### src/rtl/instruction_executor.sv
// Executes one GPU draw instruction at a time against the framebuffer write port.
// Holds the draw state (colour, cursor) and pulses o_instr_done to release the upstream buffer.
module instruction_executor #(
  parameter int H_RES   = 640,
  parameter int V_RES   = 480,
  parameter int ADDR_W  = 19,
  parameter int COLOR_W = 8
) (
  input  logic               i_clk,
  input  logic               i_reset_n,
  input  logic               i_instr_valid,
  input  logic [31:0]        i_instruction,
  output logic               o_instr_done,
  output logic               o_busy,
  output logic               o_illegal,
  output logic               o_fb_we,
  output logic [ADDR_W-1:0]  o_fb_addr,
  output logic [COLOR_W-1:0] o_fb_data,
  input  logic               i_fb_ready
);

  localparam int CNT_W = ADDR_W + 1;

  localparam logic [3:0] OP_NOP       = 4'h0;
  localparam logic [3:0] OP_SET_COLOR = 4'h1;
  localparam logic [3:0] OP_SET_XY    = 4'h2;
  localparam logic [3:0] OP_PIXEL     = 4'h3;
  localparam logic [3:0] OP_HLINE     = 4'h4;
  localparam logic [3:0] OP_CLEAR     = 4'h5;

  typedef enum logic [1:0] {
    S_IDLE,
    S_DECODE,
    S_DRAW,
    S_DONE
  } state_t;

  state_t             state_q, state_d;
  logic [31:0]        instr_q, instr_d;
  logic [COLOR_W-1:0] color_q, color_d;
  logic [9:0]         cur_x_q, cur_x_d;
  logic [8:0]         cur_y_q, cur_y_d;
  logic [ADDR_W-1:0]  addr_q, addr_d;
  logic [CNT_W-1:0]   count_q, count_d;
  logic               illegal_q, illegal_d;

  logic [3:0]         op;
  logic [9:0]         arg_x;
  logic [8:0]         arg_y;
  logic [9:0]         arg_len;
  logic [COLOR_W-1:0] arg_col;
  logic               xy_out_of_range;
  logic [ADDR_W-1:0]  cursor_addr;
  logic [CNT_W-1:0]   hline_room;
  logic [CNT_W-1:0]   len_ext;
  logic [CNT_W-1:0]   hline_count;

  assign op      = instr_q[31:28];
  assign arg_x   = instr_q[27:18];
  assign arg_y   = instr_q[17:9];
  assign arg_len = instr_q[9:0];
  assign arg_col = instr_q[COLOR_W-1:0];

  assign xy_out_of_range = (int'(arg_x) >= H_RES) || (int'(arg_y) >= V_RES);
  assign cursor_addr     = ADDR_W'(cur_y_q) * ADDR_W'(H_RES) + ADDR_W'(cur_x_q);

  // Cursor is always a legal coordinate, so the room left on the line is at least one pixel.
  assign hline_room  = CNT_W'(H_RES) - CNT_W'(cur_x_q);
  assign len_ext     = CNT_W'(arg_len);
  assign hline_count = (len_ext < hline_room) ? len_ext : hline_room;

  always_comb begin
    state_d   = state_q;
    instr_d   = instr_q;
    color_d   = color_q;
    cur_x_d   = cur_x_q;
    cur_y_d   = cur_y_q;
    addr_d    = addr_q;
    count_d   = count_q;
    illegal_d = illegal_q;

    case (state_q)
      S_IDLE: begin
        if (i_instr_valid) begin
          instr_d   = i_instruction;
          illegal_d = 1'b0;
          state_d   = S_DECODE;
        end
      end

      S_DECODE: begin
        state_d = S_DONE;
        case (op)
          OP_NOP: ;
          OP_SET_COLOR: color_d = arg_col;
          OP_SET_XY: begin
            if (xy_out_of_range) begin
              illegal_d = 1'b1;
            end else begin
              cur_x_d = arg_x;
              cur_y_d = arg_y;
            end
          end
          OP_PIXEL: begin
            addr_d  = cursor_addr;
            count_d = CNT_W'(1);
            state_d = S_DRAW;
          end
          OP_HLINE: begin
            addr_d  = cursor_addr;
            count_d = hline_count;
            // A zero-length line retires without touching the framebuffer.
            if (arg_len != 10'd0) state_d = S_DRAW;
          end
          OP_CLEAR: begin
            addr_d  = '0;
            count_d = CNT_W'(H_RES * V_RES);
            state_d = S_DRAW;
          end
          default: illegal_d = 1'b1;
        endcase
      end

      S_DRAW: begin
        if (i_fb_ready) begin
          addr_d  = addr_q + ADDR_W'(1);
          count_d = count_q - CNT_W'(1);
          if (count_q == CNT_W'(1)) state_d = S_DONE;
        end
      end

      S_DONE: state_d = S_IDLE;

      default: state_d = S_IDLE;
    endcase
  end

  always_ff @(posedge i_clk or negedge i_reset_n) begin
    if (!i_reset_n) begin
      state_q   <= S_IDLE;
      instr_q   <= '0;
      color_q   <= '0;
      cur_x_q   <= '0;
      cur_y_q   <= '0;
      addr_q    <= '0;
      count_q   <= '0;
      illegal_q <= 1'b0;
    end else begin
      state_q   <= state_d;
      instr_q   <= instr_d;
      color_q   <= color_d;
      cur_x_q   <= cur_x_d;
      cur_y_q   <= cur_y_d;
      addr_q    <= addr_d;
      count_q   <= count_d;
      illegal_q <= illegal_d;
    end
  end

  // Decoded straight from the state register so a reset drops the write strobe at once.
  assign o_fb_we      = (state_q == S_DRAW);
  assign o_instr_done = (state_q == S_DONE);
  assign o_illegal    = (state_q == S_DONE) && illegal_q;
  assign o_busy       = (state_q != S_IDLE);
  assign o_fb_addr    = addr_q;
  assign o_fb_data    = color_q;

endmodule

### config.mk
export PLATFORM = sky130hd
export DESIGN_NAME = instruction_executor
export DESIGN_NICKNAME = d
export VERILOG_FILES = /design/src/rtl/instruction_executor.sv
export SDC_FILE = /design/constraint.sdc
export NUM_CORES = 1
export LEC_CHECK = 0
export CAP_MARGIN = 20
export CORE_ASPECT_RATIO = 1.1
export CORE_MARGIN = 2
export CORE_UTILIZATION = 45
export CTS_CLUSTER_SIZE = 30
export DETAILED_ROUTE_END_ITERATION = 8
export DONT_BUFFER_PORTS = 1
export PLACE_DENSITY_LB_ADDON = 0.1
export RECOVER_POWER = 50
export SYNTH_ARGS = -nofsm -noshare
export SYNTH_HDL_FRONTEND = slang
export SYNTH_SLANG_ARGS = --single-unit
### constraint.sdc
create_clock -name i_clk -period 3.6 [get_ports i_clk]
set_clock_uncertainty 0.15 [all_clocks]
set_input_delay 0.72 -clock i_clk [delete_from_list [all_inputs] [get_ports i_clk]]
set_output_delay 0.72 -clock i_clk [all_outputs]
set_load 0.03 [all_outputs]
==> metrics.cfg <==
[status]
status = finished, violations left
violations = max-capacitance violations, max-slew violations

[synth]
async_flop_share_pct = 100.0
synthAdderAreaFrac_pct = 7.727
synth_simple_gate_area_share_pct = 18.01
synth.avg_cell_area_um2 = 9.746
synth.area.mux_share_pct = 10.22
synth-edff-count = 0
syn_inst = 618
synth_compound_area_share_pct = 14.96
synth_xor_area_share_pct = 4.071
yosys_warnings = 0
ys_ff_latch = 101
synth_area_um2 = 6023
synth_cell_type_count = 68
synth_top_family_by_area = simple AND/OR/NAND/NOR gates
synth_ff_type = dfrtp_1
syn_nets = 690
synth_seq_area_share_pct = 41.96

[clock_tree]
clockRootBuffer = clkbuf_16
clk_latency_ps = 350
htreeDepth = 3
cts_tree = done
cts.sinks = 101
cts_buffer_depth = 2
path_clk_slew_ps = 70
post_cts_buffers = 0
numCtsBuffers = 9
cts_resized = 0

[critical_path]
cpLargestDelayFamily = simple AND/OR/NAND/NOR gates
arrival_ps = 3320
cp_max_fo = 10
timing.rr.start = cur_x_q[4]$_DFFE_PN0P_
cp_slowest_cell = dfrtp_1
start_kind = flip-flop
rr_worst_depth = 11
crit_buf_inv = 0
end_kind = flip-flop
critPathKind = flip-flop to flip-flop
critPathMaxStageDelay_ps = 450
path_cells = nor4_2, nand2_1, a21oi_1, xnor2_1, ha_1, nand4_1, nor2_1, a211oi_2, a21oi_4, mux2_2, o221ai_1
r2r_end = count_q[7]$_DFFE_PN0P_
cp_data_required_time_ps = 3710
rrSetupSlack_ps = 400

[floorplan]
die_area_um2 = 14330
die_x_um = 114.3
num_io_pins = 67
die_h_um = 125.3
coreArea_um2 = 13160
start_util_pct = 45.78
rows = 44

[power_and_ir_drop]
combPwrFrac_pct = 50.9
p_leak_nw = 2.871
pwr-share-seq_pct = 35.0
p_sw_share_pct = 47.22
ir_drop_mv = 0.3987
p_clk_share_pct = 14.1
p_sw_w = 0.003388
p_int_w = 0.003787
p_per_area_nw_per_um2 = 1102

[drt]
ant_nets = 0
drt_first_iter_violations = 263
wirelength_um = 14110
dr.pass1.iters = 5
drc = 0
num_vias = 4537
wl_per_cell_um = 18.00
viasPerCell = 5.787

[timing]
post-route-period-util_pct = 88.91
rsz0062_at_grt = false
tns_ps = 0
maxSlewViolCount = 102
min_period_ps = 3201
finalSetupViolations = 0
worstMarginPinSlew_ps = 2538
max_freq_ghz = 0.3124
hold_violations = 0
slew_headroom_pct = -69.17

[cells_and_area]
utilization_pct = 49.47
nFillCells = 1239
seq_area_um2 = 2527
fin_nets = 690
final_cells = 784
finalInstanceArea_um2 = 6509
area_delta_synth_final_pct = 8.060
drive_gt1_share_pct = 13.16
num_antenna_cells = 0
multi_input_area_um2 = 3312

[global_route]
grt_pass1_wl_um = 23270
grt_max_degree = 102
antenna_found_initial = 0
grt_pass1_vias = 4416
grt-ovfl-total = 0
grt_usage_pct = 20.42

[worst_hold_path]
min_path_cells = 2
hold_path_end = cur_x_q[6]$_DFFE_PN0P_
min-delay-path-class = flip-flop to flip-flop
hp-start = instr_q[24]$_DFFE_PN0P_

[place]
numPortBuffers = 0
placed_area_um2 = 6196
dpl.cell_count = 767
hpwl_um = 9981
gp_congestion = 0.8880

[job]
cap_violations = 1

-- power by group through the flow --
| stage | Sequential [W] | Combinational (W) | Clock, W |
|---|---|---|---|
| final | 0.00251 | 0.00365 | 0.00101 |
| after global routing | 0.00261 | 0.00410 | 0.00108 |
| after CTS | 0.00251 | 0.00366 | 0.00104 |
| after detailed placement | 0.00253 | 0.00360 | 0 |
| after global placement | 0.00250 | 0.00353 | 0 |
| after floorplan | 0.00233 | 0.00292 | 0 |
-- cell usage after synthesis, drive strengths merged, types with 3 or more instances --
library cell	instances	share of area, %
o21ai	36	3.0
o31ai	3	0.37
buf	12	1.1
xor2	13	1.9
nor3	18	1.6
a211oi	3	0.54
nor2	48	3.0
nor3b	5	0.62
nand3	23	1.9
clkbuf	6	0.37
nand4	10	1.0
nand2	84	5.2
a21o	5	0.62
a221oi	3	0.44
a21oi	31	2.8
o211ai	4	0.58
a221o	3	0.50
o21a	3	0.37
nor4	6	0.98
a22oi	4	0.50
mux2	44	8.2
xnor2	15	2.2
nand3b	3	0.37
o221ai	10	1.6
mux2i	12	2.0
and2	3	0.31
dfrtp	101	42
or3	3	0.39
and3	5	0.60
nor2b	6	0.62
nand2b	5	0.52
o22a	7	1.0
ha	34	7.1
inv	25	1.6
-- worst register-to-register path, cell delays in order, from the launching register on --
cell	delay (ps)
dfrtp_1	450
nor4_2	410
nand2_1	160
a21oi_1	200
xnor2_1	120
ha_1	320
nand4_1	140
nor2_1	160
a211oi_2	100
a21oi_4	350
mux2_2	400
o221ai_1	170
-- metrics by stage --
step	hold slack, ps	total power, W	setup WS (ps)
6_report	316.3	0.007175	399.1
5_1_grt	338.5	0.007784	195.2
4_1_cts	175.5	0.007217	488.3
3_5_place_dp	278.2	0.006131	513.0
3_3_place_gp	277.9	0.006035	609.9
2_1_floorplan	274.4	0.005251	789.3
-- state kept, by name (all words and copies together) (netlist names) --
name,count
instr_q,32
count_q,20
o_fb_addr,19
cur_x_q,10
cur_y_q,9
o_fb_data,8
state_q,2
illegal_q,1
-- cells in the final DEF (no fill, tap or decap), drive strengths merged, types with 7 or more instances in the layout --
master / n
mux2i: 12
o21ai: 36
dfrtp: 101
nand4: 10
xnor2: 15
ha: 34
nand2: 84
nor3: 18
nor2: 48
nand3: 23
mux2: 44
xor2: 13
a21oi: 31
o22a: 7
o221ai: 10
inv: 27
clkbuf: 12
-- cell families (layout without fill, tap and decap cells) --
| group | count (synthesis) | after routing |
|---|---|---|
| AO/OA/AOI/OAI | 128 | 128 |
| XOR/XNOR | 28 | 28 |
| adder cells (fa/ha/maj) | 36 | 36 |
| buffers and inverters | 44 | 49 |
| flip-flops | 101 | 101 |
| multiplexers | 56 | 56 |
| AND/OR/NAND/NOR | 225 | 225 |
-- worst max-delay path by stage --
stage | endpoint | from | slack [ps] | cells after the start
finish | count_q[7]$_DFFE_PN0P_ | cur_x_q[4]$_DFFE_PN0P_ | 400 | 11
global route | count_q[6]$_DFFE_PN0P_ | cur_x_q[4]$_DFFE_PN0P_ | 200 | 11
CTS | count_q[7]$_DFFE_PN0P_ | cur_x_q[5]$_DFFE_PN0P_ | 490 | 11
detailed placement | count_q[7]$_DFFE_PN0P_ | cur_x_q[5]$_DFFE_PN0P_ | 510 | 11
global placement | count_q[7]$_DFFE_PN0P_ | cur_x_q[5]$_DFFE_PN0P_ | 610 | 11
floorplan | count_q[6]$_DFFE_PN0P_ | cur_x_q[5]$_DFFE_PN0P_ | 790 | 11
-- final cells by class --
cell class,count,share of cell area [%]
flip-flops and latches,101,38.83
well taps,161,3.095
multi-input cells,473,50.88
clock inverters,5,0.9996
clock buffers,11,3.729
inverters,26,1.499
repair buffers,7,0.9612
-- repair_timing --
item / CTS / global route
hold buffers: 1 / 0
setup endpoints to repair: 0 / 0
hold endpoints to repair: 101 / 0
-- metal layers --
layer | vias to the layer above | share of wire [%] | GRT usage (%)
met4 | 0 | 2.1 | 7.676
met2 | 117 | 43 | 29.59
met5 | - | 0 | 0
li1 | 2226 | - | -
met1 | 2173 | 49 | 30.02
met3 | 21 | 5.3 | 4.266
Power figures use the tool's default switching activity.
